### src/rtl/hdr_cmd_sequencer.sv
// ----------------------------------------------------------------------------
// hdr_cmd_sequencer
//   Queues HDR commands (TID/CP/TOC/MODE) coming from the I3C engine command
//   path and drives the HDR engine with them.  Commands with TOC=0 are chained
//   back-to-back while the engine stays in HDR.  The sequencer forces an engine
//   exit on phase timeout, command underrun or abort.  Exactly one response
//   (TID + error code) is returned per launched command, in launch order.
//
// Ports
//   i_sys_clk, i_sys_rst_n        clock, asynchronous active-low reset
//   i_seq_en                      sequencer enable (falling while busy = abort)
//   i_cmd_valid / o_cmd_ready     command push handshake
//   i_cmd_tid/cp/toc/mode         command fields
//   o_hdrengine_en, o_cp, o_toc,  HDR engine controls
//   o_mode
//   i_ccc_done, i_ddr_mode_done   phase done pulses (selected by current CP)
//   i_hdrengine_done              engine exit complete
//   o_resp_valid / i_resp_ready   response pop handshake
//   o_resp_tid, o_resp_err        response head (00 OK, 01 TIMEOUT,
//                                 10 UNDERRUN, 11 ABORT)
//   o_busy                        sequencer not idle
// ----------------------------------------------------------------------------
module hdr_cmd_sequencer #(
    parameter int DEPTH       = 4,
    parameter int TID_W       = 4,
    parameter int TIMEOUT_CYC = 4096
) (
    input  logic             i_sys_clk,
    input  logic             i_sys_rst_n,
    input  logic             i_seq_en,
    input  logic             i_cmd_valid,
    output logic             o_cmd_ready,
    input  logic [TID_W-1:0] i_cmd_tid,
    input  logic             i_cmd_cp,
    input  logic             i_cmd_toc,
    input  logic [2:0]       i_cmd_mode,
    output logic             o_hdrengine_en,
    output logic             o_cp,
    output logic             o_toc,
    output logic [2:0]       o_mode,
    input  logic             i_ccc_done,
    input  logic             i_ddr_mode_done,
    input  logic             i_hdrengine_done,
    output logic             o_resp_valid,
    input  logic             i_resp_ready,
    output logic [TID_W-1:0] o_resp_tid,
    output logic [1:0]       o_resp_err,
    output logic             o_busy
);

    localparam int PTR_W = $clog2(DEPTH);
    localparam int CNT_W = PTR_W + 1;
    localparam int TMR_W = $clog2(TIMEOUT_CYC);
    localparam int CMD_W = TID_W + 5;
    localparam int RSP_W = TID_W + 2;

    localparam logic [1:0] ERR_OK       = 2'b00;
    localparam logic [1:0] ERR_TIMEOUT  = 2'b01;
    localparam logic [1:0] ERR_UNDERRUN = 2'b10;
    localparam logic [1:0] ERR_ABORT    = 2'b11;

    typedef enum logic [1:0] {
        ST_IDLE  = 2'd0,
        ST_RUN   = 2'd1,
        ST_EXIT  = 2'd2,
        ST_FORCE = 2'd3
    } state_t;

    state_t           state_r;
    state_t           state_nxt_s;

    // Command queue entry layout: {tid, cp, toc, mode[2:0]}
    logic [CMD_W-1:0] cq_mem_r [DEPTH];
    logic [PTR_W-1:0] cq_wr_ptr_r;
    logic [PTR_W-1:0] cq_rd_ptr_r;
    logic [CNT_W-1:0] cq_cnt_r;
    logic [CMD_W-1:0] cq_head_s;

    // Response queue entry layout: {tid, err[1:0]}
    logic [RSP_W-1:0] rq_mem_r [DEPTH];
    logic [PTR_W-1:0] rq_wr_ptr_r;
    logic [PTR_W-1:0] rq_rd_ptr_r;
    logic [CNT_W-1:0] rq_cnt_r;

    logic [TID_W-1:0] cur_tid_r;
    logic             cur_cp_r;
    logic             cur_toc_r;
    logic [2:0]       cur_mode_r;
    logic [TMR_W-1:0] timer_r;

    logic [CNT_W:0]   occupancy_s;
    logic             in_flight_s;
    logic             cmd_ready_s;
    logic             cmd_push_s;
    logic             cmd_pop_s;
    logic             cq_empty_s;
    logic             resp_push_s;
    logic             resp_pop_s;
    logic [1:0]       resp_err_s;
    logic             timer_clr_s;
    logic             timer_hit_s;
    logic             phase_done_s;

    // A launched command counts against capacity until its response is
    // queued, so the response queue can never overflow.
    assign in_flight_s = (state_r == ST_RUN) || (state_r == ST_EXIT);
    assign occupancy_s = {1'b0, cq_cnt_r} + {1'b0, rq_cnt_r} + (CNT_W+1)'(in_flight_s);
    assign cmd_ready_s = (occupancy_s < (CNT_W+1)'(DEPTH));
    assign cmd_push_s  = i_cmd_valid & cmd_ready_s;
    assign cq_empty_s  = (cq_cnt_r == CNT_W'(0));
    assign cq_head_s   = cq_mem_r[cq_rd_ptr_r];
    assign resp_pop_s  = (rq_cnt_r != CNT_W'(0)) & i_resp_ready;

    // The timer starts at 0 on phase entry; the phase ends on the edge where
    // it would reach TIMEOUT_CYC-1.
    assign timer_hit_s  = (timer_r == TMR_W'(TIMEOUT_CYC - 2));
    assign phase_done_s = cur_cp_r ? i_ccc_done : i_ddr_mode_done;

    // Next-state decode: priority abort > phase done > timeout
    always_comb begin
        state_nxt_s = state_r;
        cmd_pop_s   = 1'b0;
        resp_push_s = 1'b0;
        resp_err_s  = ERR_OK;
        timer_clr_s = 1'b0;
        case (state_r)
            ST_IDLE: begin
                if (i_seq_en && !cq_empty_s) begin
                    cmd_pop_s   = 1'b1;
                    timer_clr_s = 1'b1;
                    state_nxt_s = ST_RUN;
                end else begin
                    state_nxt_s = ST_IDLE;
                end
            end
            ST_RUN: begin
                if (!i_seq_en) begin
                    resp_push_s = 1'b1;
                    resp_err_s  = ERR_ABORT;
                    timer_clr_s = 1'b1;
                    state_nxt_s = ST_FORCE;
                end else if (phase_done_s) begin
                    timer_clr_s = 1'b1;
                    if (cur_toc_r) begin
                        state_nxt_s = ST_EXIT;
                    end else if (!cq_empty_s) begin
                        resp_push_s = 1'b1;
                        resp_err_s  = ERR_OK;
                        cmd_pop_s   = 1'b1;
                        state_nxt_s = ST_RUN;
                    end else begin
                        resp_push_s = 1'b1;
                        resp_err_s  = ERR_UNDERRUN;
                        state_nxt_s = ST_FORCE;
                    end
                end else if (timer_hit_s) begin
                    resp_push_s = 1'b1;
                    resp_err_s  = ERR_TIMEOUT;
                    timer_clr_s = 1'b1;
                    state_nxt_s = ST_FORCE;
                end else begin
                    state_nxt_s = ST_RUN;
                end
            end
            ST_EXIT: begin
                if (!i_seq_en) begin
                    resp_push_s = 1'b1;
                    resp_err_s  = ERR_ABORT;
                    timer_clr_s = 1'b1;
                    state_nxt_s = ST_FORCE;
                end else if (i_hdrengine_done) begin
                    resp_push_s = 1'b1;
                    resp_err_s  = ERR_OK;
                    timer_clr_s = 1'b1;
                    state_nxt_s = ST_IDLE;
                end else if (timer_hit_s) begin
                    resp_push_s = 1'b1;
                    resp_err_s  = ERR_TIMEOUT;
                    timer_clr_s = 1'b1;
                    state_nxt_s = ST_FORCE;
                end else begin
                    state_nxt_s = ST_EXIT;
                end
            end
            ST_FORCE: begin
                if (i_hdrengine_done || timer_hit_s) begin
                    timer_clr_s = 1'b1;
                    state_nxt_s = ST_IDLE;
                end else begin
                    state_nxt_s = ST_FORCE;
                end
            end
            default: begin
                timer_clr_s = 1'b1;
                state_nxt_s = ST_IDLE;
            end
        endcase
    end

    // FSM state, current command and phase timer
    always_ff @(posedge i_sys_clk or negedge i_sys_rst_n) begin
        if (!i_sys_rst_n) begin
            state_r    <= ST_IDLE;
            cur_tid_r  <= '0;
            cur_cp_r   <= 1'b0;
            cur_toc_r  <= 1'b0;
            cur_mode_r <= 3'd0;
            timer_r    <= '0;
        end else begin
            state_r <= state_nxt_s;
            if (cmd_pop_s) begin
                cur_tid_r  <= cq_head_s[CMD_W-1:5];
                cur_cp_r   <= cq_head_s[4];
                cur_toc_r  <= cq_head_s[3];
                cur_mode_r <= cq_head_s[2:0];
            end
            if (timer_clr_s || (state_r == ST_IDLE)) begin
                timer_r <= '0;
            end else begin
                timer_r <= timer_r + TMR_W'(1);
            end
        end
    end

    // Command queue pointers and occupancy
    always_ff @(posedge i_sys_clk or negedge i_sys_rst_n) begin
        if (!i_sys_rst_n) begin
            cq_wr_ptr_r <= '0;
            cq_rd_ptr_r <= '0;
            cq_cnt_r    <= '0;
        end else begin
            if (cmd_push_s) begin
                cq_wr_ptr_r <= cq_wr_ptr_r + PTR_W'(1);
            end
            if (cmd_pop_s) begin
                cq_rd_ptr_r <= cq_rd_ptr_r + PTR_W'(1);
            end
            case ({cmd_push_s, cmd_pop_s})
                2'b10:   cq_cnt_r <= cq_cnt_r + CNT_W'(1);
                2'b01:   cq_cnt_r <= cq_cnt_r - CNT_W'(1);
                default: cq_cnt_r <= cq_cnt_r;
            endcase
        end
    end

    // Response queue pointers and occupancy
    always_ff @(posedge i_sys_clk or negedge i_sys_rst_n) begin
        if (!i_sys_rst_n) begin
            rq_wr_ptr_r <= '0;
            rq_rd_ptr_r <= '0;
            rq_cnt_r    <= '0;
        end else begin
            if (resp_push_s) begin
                rq_wr_ptr_r <= rq_wr_ptr_r + PTR_W'(1);
            end
            if (resp_pop_s) begin
                rq_rd_ptr_r <= rq_rd_ptr_r + PTR_W'(1);
            end
            case ({resp_push_s, resp_pop_s})
                2'b10:   rq_cnt_r <= rq_cnt_r + CNT_W'(1);
                2'b01:   rq_cnt_r <= rq_cnt_r - CNT_W'(1);
                default: rq_cnt_r <= rq_cnt_r;
            endcase
        end
    end

    // Queue storage; contents are don't-care until written
    always_ff @(posedge i_sys_clk) begin
        if (cmd_push_s) begin
            cq_mem_r[cq_wr_ptr_r] <= {i_cmd_tid, i_cmd_cp, i_cmd_toc, i_cmd_mode};
        end
        if (resp_push_s) begin
            rq_mem_r[rq_wr_ptr_r] <= {cur_tid_r, resp_err_s};
        end
    end

    // Engine-facing outputs, decoded only from registered state.  While
    // chaining, CP shows the next command so the engine samples it on the
    // done cycle.
    always_comb begin
        o_busy         = (state_r != ST_IDLE);
        o_hdrengine_en = (state_r != ST_IDLE);
        o_toc          = (state_r != ST_IDLE) ? cur_toc_r : 1'b0;
        if ((state_r == ST_RUN) || (state_r == ST_EXIT)) begin
            o_mode = cur_mode_r;
        end else begin
            o_mode = 3'd0;
        end
        if ((state_r == ST_RUN) && !cur_toc_r && !cq_empty_s) begin
            o_cp = cq_head_s[4];
        end else if (state_r != ST_IDLE) begin
            o_cp = cur_cp_r;
        end else begin
            o_cp = 1'b0;
        end
    end

    assign o_cmd_ready  = cmd_ready_s;
    assign o_resp_valid = (rq_cnt_r != CNT_W'(0));
    assign o_resp_tid   = o_resp_valid ? rq_mem_r[rq_rd_ptr_r][RSP_W-1:2] : '0;
    assign o_resp_err   = o_resp_valid ? rq_mem_r[rq_rd_ptr_r][1:0] : 2'b00;

endmodule

### config.mk
export PLATFORM = sky130hd
export DESIGN_NAME = hdr_cmd_sequencer
export DESIGN_NICKNAME = d
export VERILOG_FILES = /design/src/rtl/hdr_cmd_sequencer.sv
export SDC_FILE = /design/constraint.sdc
export NUM_CORES = 1
export LEC_CHECK = 0
export ABC_CLOCK_PERIOD_IN_PS = 3500
export BUFFER_PORTS_ARGS = -buffer_cell sky130_fd_sc_hd__buf_2
export CAP_MARGIN = 10
export CORE_ASPECT_RATIO = 0.7
export CORE_MARGIN = 4
export CORE_UTILIZATION = 40
export DETAILED_ROUTE_END_ITERATION = 16
export GPL_TIMING_DRIVEN = 0
export SLEW_MARGIN = 20
export SYNTH_ARGS = -nofsm -noshare
export SYNTH_HDL_FRONTEND = slang
export SYNTH_SLANG_ARGS = --single-unit
### constraint.sdc
create_clock -name i_sys_clk -period 3.5 [get_ports i_sys_clk]
set_input_delay 0.7 -clock i_sys_clk [delete_from_list [all_inputs] [get_ports i_sys_clk]]
set_output_delay 0.7 -clock i_sys_clk [all_outputs]
set_load 0.02 [all_outputs]
## Yosys cells after proc, flatten, opt, wreduce, memory -nomap -nowiden

Memories as Yosys holds them, arrays and structs flattened.
Cells that the tools add are included.

- Register bits: 37
- Memory bits (writable): 60
- Input port bits: 17
- Logic and storage cells: 100
- Memories: 2

Memories:

| name | depth | width | read ports | clocked after memory_dff | write ports | RTL line | source |
|---|---|---|---|---|---|---|---|
| cq_mem_r | 4 | 9 | 1 | 0 | 1 | 73 | `logic [CMD_W-1:0] cq_mem_r [DEPTH];` |
| rq_mem_r | 4 | 6 | 1 | 0 | 1 | 80 | `logic [RSP_W-1:0] rq_mem_r [DEPTH];` |

- Add/subtract/negate cells: 11
- Order comparisons: 1
- Equal/unequal tests: 8
- Mux-type cells: 50
- Bitwise gates (word level): 2
- Reductions and logical operators: 14

Operators with widths:

| kind | count |
|---|---|
| 2-bit two-way mux | 14 |
| 1-bit two-way mux | 26 |
| 12-bit by 1-bit adder with 12-bit output, second input constant | 1 |
| 12-bit equality test, second input constant | 1 |
| 12-bit two-way mux | 1 |
| 3-bit case mux with 2 select lines | 2 |
| 2-bit by 1-bit adder with 2-bit output, second input constant | 4 |
| 2-bit equality test, second input constant | 4 |
| 2-bit case mux with 4 select lines | 1 |
| 3-bit by 1-bit adder with 3-bit output, second input constant | 2 |
| 2-bit by 1-bit equality test with 1-bit output, second input constant | 3 |
| 2-bit nonzero test | 3 |
| 3-bit by 1-bit subtractor with 3-bit output, second input constant | 2 |
| 3-bit by 3-bit adder with 4-bit output | 1 |
| 4-bit by 1-bit adder with 4-bit output | 1 |
| 4-bit by 3-bit < comparator with 1-bit output, second input constant | 1 |
| 4-bit two-way mux | 1 |
| 1-bit case mux with 2 select lines | 2 |
| 1-bit case mux with 4 select lines | 1 |
| 2-bit case mux with 2 select lines | 1 |
| 1-bit logical AND | 3 |
| 3-bit zero test | 1 |
| 1-bit logical OR | 3 |
| 3-bit two-way mux | 1 |
| other kinds (4) | 6 |

## Longest topological paths before layout

Gate-level depths: netlist of run 1.

- Word-level depth: 8
- Mapped depth: 12
- Mapped depth without buffers: 12

## Worst setup path before layout of run 1

Ideal clock, no wire load.

- Path type: reg-to-reg
- From: register state_r[0]
- To: register cq_cnt_r[2]
- Setup time: 125 ps
- Arrival time: 2596 ps
- Required time: 3375 ps
- Path slack: 779 ps
- Stages on the path, launching flop included: 13
- Path buffers: 0
- Cell sequence: dfrtp_1 inv_1 ha_1 a21o_1 a2111oi_4 and2_1 inv_1 ha_1 inv_1 fa_1 xor2_1 nor2_1 xor2_1

- Cells in the longest elaborated chain, start to end: 7
- Elaborated cells on any way between the ends: 12
- Classes of those cells: 1 x add/sub; 1 x order compare; 4 x eq/ne; 2 x mux; 1 x bitwise; 3 x reduce/logical

Ends and longest elaborated chain:

| what | RTL line | source |
|---|---|---|
| from (decl) | 69 | `state_t state_r;` |
| from (signal assigned) | 210 | `state_r <= state_nxt_s;` |
| 2-bit by 1-bit equality test with 1-bit output or 2-bit equality test (tied branches) | 106 | `assign in_flight_s = (state_r == ST_RUN) \|\| (state_r == ST_EXIT);` |
| 1-bit logical OR (*) | 106 |  |
| 4-bit by 1-bit adder with 4-bit output (*) | 107 | `assign occupancy_s = {1'b0, cq_cnt_r} + {1'b0, rq_cnt_r} + (CNT_W+1)'(in_flight_s);` |
| 4-bit by 3-bit < comparator with 1-bit output (*) | 108 | `assign cmd_ready_s = (occupancy_s < (CNT_W+1)'(DEPTH));` |
| net o_cmd_ready | 32 | `output logic o_cmd_ready,` |
| 1-bit AND (*) | 109 | `assign cmd_push_s = i_cmd_valid & cmd_ready_s;` |
| 2-bit by 1-bit equality test with 1-bit output or 2-bit equality test (tied branches) | 238 | `case ({cmd_push_s, cmd_pop_s})` |
| 3-bit case mux with 2 select lines or 2-bit nonzero test (tied branches) | - |  |
| to (signal assigned) | 239 | `2'b10: cq_cnt_r <= cq_cnt_r + CNT_W'(1);` |
| to (signal assigned) | 240 | `2'b01: cq_cnt_r <= cq_cnt_r - CNT_W'(1);` |
| to (signal assigned) | 241 | `default: cq_cnt_r <= cq_cnt_r;` |
| to (decl) | 76 | `logic [CNT_W-1:0] cq_cnt_r;` |

The timed path passes the listed nets; every way through them passes the cells marked *.
A chain may end at the register's enable or synchronous reset.

## Final worst setup path of run 1

- From: register state_r[0]
- To: output o_cmd_ready

- Cells in the longest elaborated chain, start to end: 4
- Elaborated cells on any way between the ends: 5
- Classes of those cells: 1 x add/sub; 1 x order compare; 2 x eq/ne; 1 x reduce/logical

Ends and longest elaborated chain:

| what | RTL line |
|---|---|
| 2-bit by 1-bit equality test with 1-bit output or 2-bit equality test (tied branches) | 106 |
| 1-bit logical OR (*) | 106 |
| 4-bit by 1-bit adder with 4-bit output (*) | 107 |
| 4-bit by 3-bit < comparator with 1-bit output (*) | 108 |
| to (decl) | 32 |

Mark *: on every way between the ends. The rest lies on a longest branch, timed or not.

==> results.py, run 1 <==
metrics = {
    "setup_path": {
        "r2r_cells": 12,
        "critPathMaxFanout": 6,
        "crit_chain": "inv_1, ha_1, a21o_1, a2111oi_4, buf_2",
        "cp_slowest_cell": "a2111oi_4",
        "critPathRequiredTime_ns": 2.80,
        "cp.arrival_ns": 2.16,
        "r2r_slack_ns": 0.65,
        "max_stage_delay_ns": 0.48,
        "critPathBufInv": 2,
        "worstReg2RegEnd": "cq_cnt_r[2]$_DFFE_PN0P_",
        "cp-startpoint": "state_r[0]$_DFF_PN0_",
        "critPathCaptureType": "output pin",
        "rr_startpoint": "state_r[0]$_DFF_PN0_",
        "crit_family": "compound AO/OA/AOI/OAI gates",
        "worstSetupStartpointType": "flip-flop",
        "worst-setup-path-type": "flip-flop to output pin",
        "critPathCapture": "o_cmd_ready",
        "cp.depth": 5,
    },
    "clock_network": {
        "cts_tree": "yes",
        "path_clk_slew_ns": 0.06,
        "cts_sinks": 97,
        "holdBufCountCts": 0,
        "cts_resized": 0,
        "clockRootBuffer": "clkbuf_16",
        "cts_max_level": 3,
        "cts_setup_buffers": 0,
        "clockBufferDepth": 2,
        "clk_latency_ns": 0.33,
        "cts_made_buffers": 9,
    },
    "grt": {
        "grt_max_degree": 38,
        "grt_pass1_wl_mm": 11.7,
        "grt_usage_pct": 12.2,
        "antenna_found_initial": 0,
        "grt_pass1_vias": 2263,
        "overflow": 0,
    },
    "sta": {
        "relSlewSlack_pct": 43.2,
        "setup_viol": 0,
        "worst_slack_ns": 0.639,
        "hold_slack_ns": 0.468,
        "tightest_slew_ns": 0.852,
        "fin_crit_ns": 2.86,
        "timing.fmax_ghz": 0.350,
        "skew_ns": 0.00565,
        "fin_setup_tns_ns": 0,
        "period_share_pct": 81.7,
        "final_hold_viol_count": 0,
        "slew_violations": 0,
        "rsz0062_at_grt": "no",
    },
    "detailed_routing": {
        "wl_met2_mm": 3.19,
        "num_vias": 2344,
        "highest_layer": "met4",
        "drc": 0,
        "m1WireLength_mm": 3.61,
        "drt_iter0_drc": 120,
        "viasPerCell": 4.86,
        "ant_nets": 0,
        "drtPass1Iterations": 4,
        "routedWlPerCell_um": 15.0,
        "route.met3.wl_um": 383,
        "wl_mm": 7.25,
    },
    "floorplan": {
        "rows": 31,
        "dieHeight_um": 95.5,
        "coreArea_um2": 10500,
        "io_pins": 32,
        "fp.dieArea_um2": 12700,
        "fp.dieW_um": 133,
        "start_util_pct": 41.7,
    },
    "synth": {
        "synth_area_leaders": "edfxtp_1 41%, dfrtp_1 21%, mux4_2 7.7%, ha_1 5.4%, xor2_1 3.0%",
        "synth-seq-cells": 97,
        "yosysTopAreaCell": "edfxtp_1",
        "synth_nets": 326,
        "synthArstFlopShare_pct": 38.1,
        "synth_cell_types": 48,
        "synth_edf_count": 60,
        "synthFlopType": "edfxtp_1",
        "synth_most_common_cell": "edfxtp_1",
        "syn_inst": 288,
        "ys_seq_area_share_pct": 62.3,
        "synthTopCellsByCount": "60 x edfxtp_1, 37 x dfrtp_1, 20 x inv_1, 19 x ha_1, 18 x nor2_1",
        "synth_area_per_cell_um2": 15.2,
        "synth_top_area_share_pct": 41.1,
        "synth_area_um2": 4380,
        "ys.warnings.count": 0,
    },
    "power": {
        "irDropWorstVdd_mv": 0.403,
        "power_density_nw_per_um2": 874,
        "p_leak_uw": 0.00202,
    },
    "min_path": {
        "min_path_type": "input pin to async pin",
    },
    "placed_design": {
        "post-dp-hpwl_mm": 5.11,
        "preCtsSetupSlack_ns": 0.618,
        "portBuffers": 30,
        "globalplace.congestion": 0.769,
    },
    "final_layout": {
        "seqCellArea_um2": 2730,
        "insertedDiodeCount": 0,
        "area_delta_synth_final_pct": 14.5,
        "fillers": 911,
        "multi_input_area_um2": 1520,
        "nets": 367,
        "drive_gt1_share_pct": 26.3,
        "final_util_pct": 47.7,
    },
    "outcome": {
        "status": "finished clean",
    },
    "flow_run": {
        "cap_violations": 0,
    },
}
per-stage QoR:
step / cell area [um^2] / cells / power, uW
3_3_place_gp: 4710 / 466 / 3410
3_5_place_dp: 4710 / 466 / 3450
4_1_cts: 5020 / 482 / 4450
6_report: 5020 / 482 / 4380
2_1_floorplan: 4380 / 288 / 3000
5_1_grt: 5020 / 482 / 4710
area by class of cell:
cell class	instances	share of cell area (%)
Clock inverter	7	1.52
Sequential cell	97	54.4
Buffer	9	1.12
Tap cell	148	3.69
Multi-Input combinational cell	162	30.3
Timing Repair Buffer	30	2.99
Clock buffer	9	4.49
Inverter	20	1.50
routing by layer:
layer / track usage, % / vias to the layer above
met4: 3.37 / 0
met5: 0 / -
met3: 3.90 / 6
met1: 17.7 / 1158
li1: - / 1123
met2: 17.7 / 57
worst register-to-register path, stage by stage (launching register included):
cell	delay, ns
dfrtp_1	0.37
inv_1	0.07
ha_1	0.41
a21o_1	0.25
a2111oi_4	0.48
and2_1	0.27
inv_1	0.07
ha_1	0.22
inv_1	0.07
fa_1	0.17
xor2_1	0.16
nor2_1	0.07
xor2_1	0.13
placed cells by master (no fill, tap or decap), types with 4 or more instances in the layout:
cell type | netlist | routed
xnor2_1 | 7 | 7
ha_1 | 19 | 19
nor2_1 | 18 | 18
dfrtp_1 | 37 | 37
buf_2 | 2 | 32
and2b_1 | 4 | 4
nand3_1 | 5 | 5
edfxtp_1 | 60 | 60
inv_1 | 20 | 20
and3_1 | 4 | 4
mux4_2 | 15 | 15
nand2_1 | 12 | 12
and2_1 | 11 | 11
xor2_1 | 15 | 15
mux2_2 | 7 | 7
clkbuf_16 | 0 | 9
o21ai_0 | 7 | 7
state kept, by name, summed over array words and instances, names as in the netlist:
| name | count |
|---|---|
| cq_mem_r | 36 |
| rq_mem_r | 24 |
| timer_r | 12 |
| cur_tid_r | 4 |
| cq_cnt_r | 3 |
| cur_mode_r | 3 |
| rq_cnt_r | 3 |
| cq_rd_ptr_r | 2 |
| cq_wr_ptr_r | 2 |
| rq_rd_ptr_r | 2 |
| rq_wr_ptr_r | 2 |
| state_r | 2 |
| cur_cp_r | 1 |
| cur_toc_r | 1 |
cell families (layout without fill, tap and decap cells):
family | after synthesis | in the layout | synth area share (%)
and+or+nand+nor | 71 | 71 | 9.06
DFF | 97 | 97 | 62.3
AOI/OAI and AO/OA | 21 | 21 | 4.00
xor gates and xnor gates | 22 | 22 | 4.40
muxes | 27 | 27 | 10.9
buffers and inverters | 29 | 75 | 3.00
adders and majority gates | 21 | 21 | 6.34
power by group:
| part | leakage [uW] | switching, uW | internal, uW |
|---|---|---|---|
| sequential | 0.00101 | 160 | 1540 |
| combinational | 0.000861 | 944 | 756 |
| clock | 0.000150 | 421 | 561 |
worst min-delay path by stage:
| stage | cells past startpoint | slack (ns) | endpoint | start |
|---|---|---|---|---|
| after floorplan | 0 | 0.40 | cq_cnt_r[0]$_DFFE_PN0P_ | i_sys_rst_n |
| after global placement | 1 | 0.48 | cur_mode_r[1]$_DFFE_PN0P_ | cur_mode_r[1]$_DFFE_PN0P_ |
| after detailed placement | 1 | 0.49 | cur_mode_r[1]$_DFFE_PN0P_ | cur_mode_r[1]$_DFFE_PN0P_ |
| after CTS | 1 | 0.50 | cq_cnt_r[2]$_DFFE_PN0P_ | cq_cnt_r[2]$_DFFE_PN0P_ |
| after global routing | 1 | 0.53 | cur_mode_r[1]$_DFFE_PN0P_ | cur_mode_r[1]$_DFFE_PN0P_ |
| final | 1 | 0.47 | rq_wr_ptr_r[0]$_DFFE_PN0P_ | i_sys_rst_n |
No activity file was read; power rests on OpenSTA's default activity.
==> inputs of run 2 (changes only) <==
Settings changed: ABC_CLOCK_PERIOD_IN_PS 3500 to 2900.
Clock period 3.5 ns to 2.9 ns, I/O delays scaled along.
==> results.py, run 2 (synthesized netlist as in run 1, its figures left out) <==
metrics = {
    "grt": {
        "grt_use_met2_pct": 17.7,
        "grt_max_degree": 38,
        "overflow": 0,
        "grt_use_met3_pct": 3.90,
        "use_met1_pct": 17.7,
        "grt_pass1_vias": 2263,
        "grt_pass1_wl_mm": 11.7,
        "grt_usage_pct": 12.2,
        "antenna_found_initial": 0,
        "grt.busiest_layer": "met2",
    },
    "sta": {
        "rsz0062_at_grt": "no",
        "timing.fmax_ghz": 0.366,
        "hold_slack_ns": 0.347,
        "fin_setup_tns_ns": 0,
        "slew_violations": 0,
        "relSlewSlack_pct": 43.5,
        "skew_ns": 0.00567,
        "final_hold_viol_count": 0,
        "period_share_pct": 94.3,
        "fin_crit_ns": 2.73,
        "tightest_slew_ns": 0.847,
        "setup_viol": 0,
    },
    "clock_network": {
        "clockBufferDepth": 2,
        "cts_made_buffers": 9,
        "clk_latency_ns": 0.33,
        "cts_max_level": 3,
        "cts_sinks": 97,
        "path_clk_slew_ns": 0.06,
        "clockRootBuffer": "clkbuf_16",
        "holdBufCountCts": 0,
        "cts_tree": "yes",
    },
    "detailed_routing": {
        "drt_iter0_drc": 113,
        "routedWlPerCell_um": 15.0,
        "drtPass1Iterations": 5,
        "viasPerCell": 4.87,
        "drc": 0,
        "ant_nets": 0,
        "wl_mm": 7.28,
        "num_vias": 2355,
    },
    "final_layout": {
        "stdcell_count": 484,
        "area_delta_synth_final_pct": 15.3,
        "drive_gt1_share_pct": 27.4,
        "reg_top3": "cq_mem_r: 36 flops, rq_mem_r: 24 flops, timer_r: 12 flops",
        "final_common_cell": "edfxtp_1",
        "insertedDiodeCount": 0,
        "layout_common_cells": "60 x edfxtp_1, 37 x dfrtp_1, 32 x buf_2",
        "nets": 369,
        "largest_reg_flops": 36,
        "top_register": "cq_mem_r",
    },
    "power": {
        "irDropWorstVdd_mv": 0.512,
        "power_density_nw_per_um2": 1060,
        "p_leak_uw": 0.00203,
    },
    "placed_design": {
        "portBuffers": 30,
        "dp.cells": 466,
        "post-dp-hpwl_mm": 5.11,
        "globalplace.congestion": 0.769,
    },
    "setup_path": {
        "max_stage_delay_ns": 0.43,
        "critPathMaxFanout": 6,
        "cp.arrival_ns": 2.15,
        "cp-startpoint": "state_r[0]$_DFF_PN0_",
        "worstSetupStartpointType": "flip-flop",
        "rr_startpoint": "state_r[0]$_DFF_PN0_",
        "cp.depth": 6,
        "r2r_slack_ns": 0.20,
        "crit_chain": "inv_1, ha_2, a21o_1, a2111oi_4, buf_4, buf_2",
        "worstReg2RegEnd": "cq_cnt_r[2]$_DFFE_PN0P_",
        "critPathBufInv": 3,
        "r2r_cells": 12,
        "critPathCaptureType": "output pin",
        "critPathRequiredTime_ns": 2.32,
        "worst-setup-path-type": "flip-flop to output pin",
        "cp_slowest_cell": "a2111oi_4",
        "critPathCapture": "o_cmd_ready",
        "crit_family": "compound AO/OA/AOI/OAI gates",
    },
    "floorplan": {
        "io_pins": 32,
        "fp.dieW_um": 133,
        "rows": 31,
        "dieHeight_um": 95.5,
        "fp.dieArea_um2": 12700,
        "coreArea_um2": 10500,
        "start_util_pct": 41.7,
    },
    "flow_run": {
        "cap_violations": 0,
    },
    "outcome": {
        "status": "finished clean",
    },
    "min_path": {
        "min_path_type": "input pin to async pin",
    },
}
run 2: cell count changes in the layout (fill, tap and decap cells not counted):
cell | before | now
ha_2 | 0 | 1
ha_1 | 19 | 18
buf_4 | 1 | 3
a32oi_2 | 1 | 0
a32oi_4 | 0 | 1
and2_4 | 1 | 2
and2_1 | 11 | 10
run 2: worst reg2reg max path: cells and delay by family (launching register included):
family | cells | cell delay [ns]
adder cells (fa/ha/maj) | 3 | 0.72
AO/OA/AOI/OAI | 2 | 0.66
flip-flops | 1 | 0.40
AND/OR/NAND/NOR | 2 | 0.31
XOR/XNOR | 2 | 0.29
buffers and inverters | 3 | 0.21
run 2: final cells by class:
cell class,count,area (um^2)
well taps,148,185
fillers,909,5460
multi-input cells,162,1540
repair buffers,32,165
clock buffers,9,225
clock inverters,7,76.3
inverters,20,75.1
flip-flops and latches,97,2730
plain buffers,9,56.3
run 2: worst min-delay path by stage:
| stage | depth (start not counted) | slack [ns] | end |
|---|---|---|---|
| after floorplan | 0 | 0.28 | cq_cnt_r[0]$_DFFE_PN0P_ |
| after global placement | 1 | 0.48 | cur_mode_r[1]$_DFFE_PN0P_ |
| after detailed placement | 1 | 0.49 | cur_mode_r[1]$_DFFE_PN0P_ |
| after CTS | 1 | 0.39 | timer_r[10]$_DFF_PN0_ |
| after global routing | 1 | 0.43 | rq_rd_ptr_r[1]$_DFFE_PN0P_ |
| final | 1 | 0.35 | rq_wr_ptr_r[0]$_DFFE_PN0P_ |
run 2: routing by layer:
metal,share of wire [%],vias up
met4,0.84,0
met5,0,-
met2,45,44
met3,3.9,6
li1,-,1126
met1,51,1179
run 2: report_power, final:
group	total, uW	switching [uW]	internal [uW]	leakage, uW
Clock	1180	507	677	0.000150
Combinational	2130	1160	967	0.000871
Sequential	2050	192	1860	0.00101
run 2: metrics by stage:
| step | worst slack [ns] | area, um^2 | util [%] | power [uW] |
|---|---|---|---|---|
| after floorplan | 0.179 | 4380 | - | 3620 |
| after global placement | 0.0684 | 4710 | 44.9 | 4120 |
| after detailed placement | 0.0181 | 4710 | 44.9 | 4160 |
| after CTS | 0.0183 | 5020 | 47.7 | 5370 |
| after global routing | 0.000830 | 5050 | 48.0 | 5760 |
| final | 0.166 | 5050 | 48.0 | 5360 |
run 2: what timing repair did:
action | CTS | global route
setup buffers | 0 | 2
endpoints found under the hold margin | 0 | 0
resized for setup | 0 | 3
endpoints found under the setup margin | 0 | 3
==> inputs of run 3 (changes only) <==
Settings changed: CORE_MARGIN 4 to unset.
==> results.py, run 3 (synthesized netlist as in run 1, its figures left out) <==
metrics = {
    "outcome": {
        "status": "finished clean",
    },
    "grt": {
        "grt_pass1_vias": 2282,
        "grt_max_degree": 38,
        "grt_pass1_wl_mm": 12.1,
        "grt_usage_pct": 14.7,
        "overflow": 0,
        "antenna_found_initial": 0,
    },
    "setup_path": {
        "critPathRequiredTime_ns": 2.32,
        "cp.arrival_ns": 2.21,
        "cp.depth": 6,
        "crit_family": "compound AO/OA/AOI/OAI gates",
        "worstReg2RegEnd": "cq_cnt_r[2]$_DFFE_PN0P_",
        "worstSetupStartpointType": "flip-flop",
        "cp_slowest_cell": "a2111oi_4",
        "critPathMaxFanout": 6,
        "r2r_cells": 12,
        "max_stage_delay_ns": 0.47,
        "rr_startpoint": "state_r[0]$_DFF_PN0_",
        "critPathBufInv": 3,
        "crit_chain": "inv_1, ha_2, a21o_1, a2111oi_4, buf_4, buf_2",
        "critPathCaptureType": "output pin",
        "worst-setup-path-type": "flip-flop to output pin",
        "r2r_slack_ns": 0.15,
    },
    "clock_network": {
        "clockRootBuffer": "clkbuf_16",
        "cts_made_buffers": 9,
        "cts_sinks": 97,
        "clockBufferDepth": 2,
        "clk_latency_ns": 0.34,
        "holdBufCountCts": 0,
        "path_clk_slew_ns": 0.07,
        "cts_tree": "yes",
        "cts_max_level": 3,
    },
    "power": {
        "sw_frac_of_total_pct": 35.1,
        "p_int_uw": 3430,
        "switchingPower_uw": 1850,
        "p_clk_share_pct": 20.1,
        "p_leak_uw": 0.00201,
        "power.total_uw": 5280,
        "power_density_nw_per_um2": 1050,
        "p_comb_share_pct": 40.9,
        "irDropWorstVdd_mv": 0.461,
        "pwr-share-seq_pct": 39.0,
    },
    "final_layout": {
        "top_register": "cq_mem_r",
        "multi_input_area_um2": 1540,
        "fillers": 897,
        "insertedDiodeCount": 0,
        "nets": 371,
        "final_common_cell": "edfxtp_1",
        "layout_common_cells": "60 x edfxtp_1, 37 x dfrtp_1, 32 x buf_2",
        "reg_top3": "cq_mem_r: 36 flops, rq_mem_r: 24 flops, timer_r: 12 flops",
        "area_delta_synth_final_pct": 14.8,
        "seqCellArea_um2": 2730,
        "largest_reg_flops": 36,
        "drive_gt1_share_pct": 27.5,
        "final_util_pct": 47.8,
    },
    "placed_design": {
        "post-dp-hpwl_mm": 5.22,
        "globalplace.congestion": 0.792,
        "portBuffers": 30,
        "preCtsSetupSlack_ns": 0.00280,
    },
    "detailed_routing": {
        "drc": 0,
        "num_vias": 2297,
        "viasPerCell": 4.73,
        "ant_nets": 0,
        "routedWlPerCell_um": 15.6,
        "drtPass1Iterations": 4,
        "drt_iter0_drc": 98,
        "wl_mm": 7.60,
    },
    "sta": {
        "rsz0062_at_grt": "yes",
        "tightest_slew_ns": 0.902,
        "slew_violations": 0,
        "setup_viol": 0,
        "timing.fmax_ghz": 0.358,
        "worst_slack_ns": 0.108,
        "fin_setup_tns_ns": 0,
        "relSlewSlack_pct": 39.9,
        "period_share_pct": 96.3,
        "fin_crit_ns": 2.79,
        "final_hold_viol_count": 0,
        "skew_ns": 0.00868,
    },
    "floorplan": {
        "fp.dieW_um": 127,
        "io_pins": 32,
        "start_util_pct": 41.7,
        "fp.dieArea_um2": 11400,
        "rows": 31,
        "dieHeight_um": 89.5,
        "coreArea_um2": 10500,
    },
    "flow_run": {
        "cap_violations": 0,
    },
    "min_path": {
        "min_path_type": "input pin to async pin",
    },
}
[run 3: cell types whose count changed in the layout (fill, tap and decap cells not counted), sizes merged]
cell | before | now
clkinvlp | 0 | 2
bufinv | 1 | 0
clkbuf | 13 | 15
buf | 37 | 39
inv | 23 | 20
[run 3: final cells by class]
class                           instances  share of cell area (%)
Inverter                               20                    1.49
Sequential cell                        97                    54.3
Clock inverter                          5                   0.672
Buffer                                  9                    1.12
Timing Repair Buffer                   34                    3.58
Tap cell                              148                    3.68
Multi-Input combinational cell        162                    30.6
Clock buffer                           11                    4.63
[run 3: what timing repair did]
action	CTS	global route
resized for setup	0	3
cloned	0	0
endpoints found under the setup margin	1	3
buffers inserted	0	4
hold endpoints to repair	0	0
pin swaps	1	2
[run 3: per-layer routing]
metal	GRT usage (%)	vias to the layer above	wire length, um
met5	0	-	0
met4	5.19	0	41
met3	4.31	6	243
met2	22.1	31	3420
met1	20.3	1135	3900
li1	-	1125	-
[run 3: worst max-delay path by stage]
| stage | startpoint | endpoint | slack, ns |
|---|---|---|---|
| after floorplan | state_r[0]$_DFF_PN0_ | cq_cnt_r[2]$_DFFE_PN0P_ | 0.18 |
| after global placement | state_r[0]$_DFF_PN0_ | cq_cnt_r[2]$_DFFE_PN0P_ | 0.07 |
| after detailed placement | state_r[0]$_DFF_PN0_ | cq_cnt_r[2]$_DFFE_PN0P_ | 0.003 |
| after CTS | state_r[0]$_DFF_PN0_ | cq_cnt_r[2]$_DFFE_PN0P_ | 0.04 |
| after global routing | state_r[1]$_DFF_PN0_ | cq_cnt_r[2]$_DFFE_PN0P_ | -0.005 |
| final | state_r[0]$_DFF_PN0_ | o_cmd_ready | 0.11 |
[run 3: worst reg2reg max path: stages (launching register included)]
cell and delay, ns:
dfrtp_1 0.41, inv_1 0.10, ha_2 0.34, a21o_1 0.23, a2111oi_4 0.47, and2_4 0.24, inv_1 0.04, ha_1 0.21
inv_1 0.07, fa_1 0.18, xor2_1 0.14, nor2_1 0.07, xor2_1 0.14
[run 3: power by group through the flow]
stage	combinational (uW)	clock (uW)	sequential [uW]
6_report	2160	1060	2060
5_1_grt	2410	1140	2100
4_1_cts	2100	1090	2060
3_5_place_dp	2090	0	2090
3_3_place_gp	2040	0	2080
2_1_floorplan	1600	0	2020
[run 3: per-stage QoR]
stage	cells	hold slack (ns)	instance area [um^2]
after floorplan	288	0.284	4380
after global placement	466	0.482	4710
after detailed placement	466	0.493	4710
after CTS	482	0.407	4980
after global routing	486	0.442	5030
final	486	0.374	5030
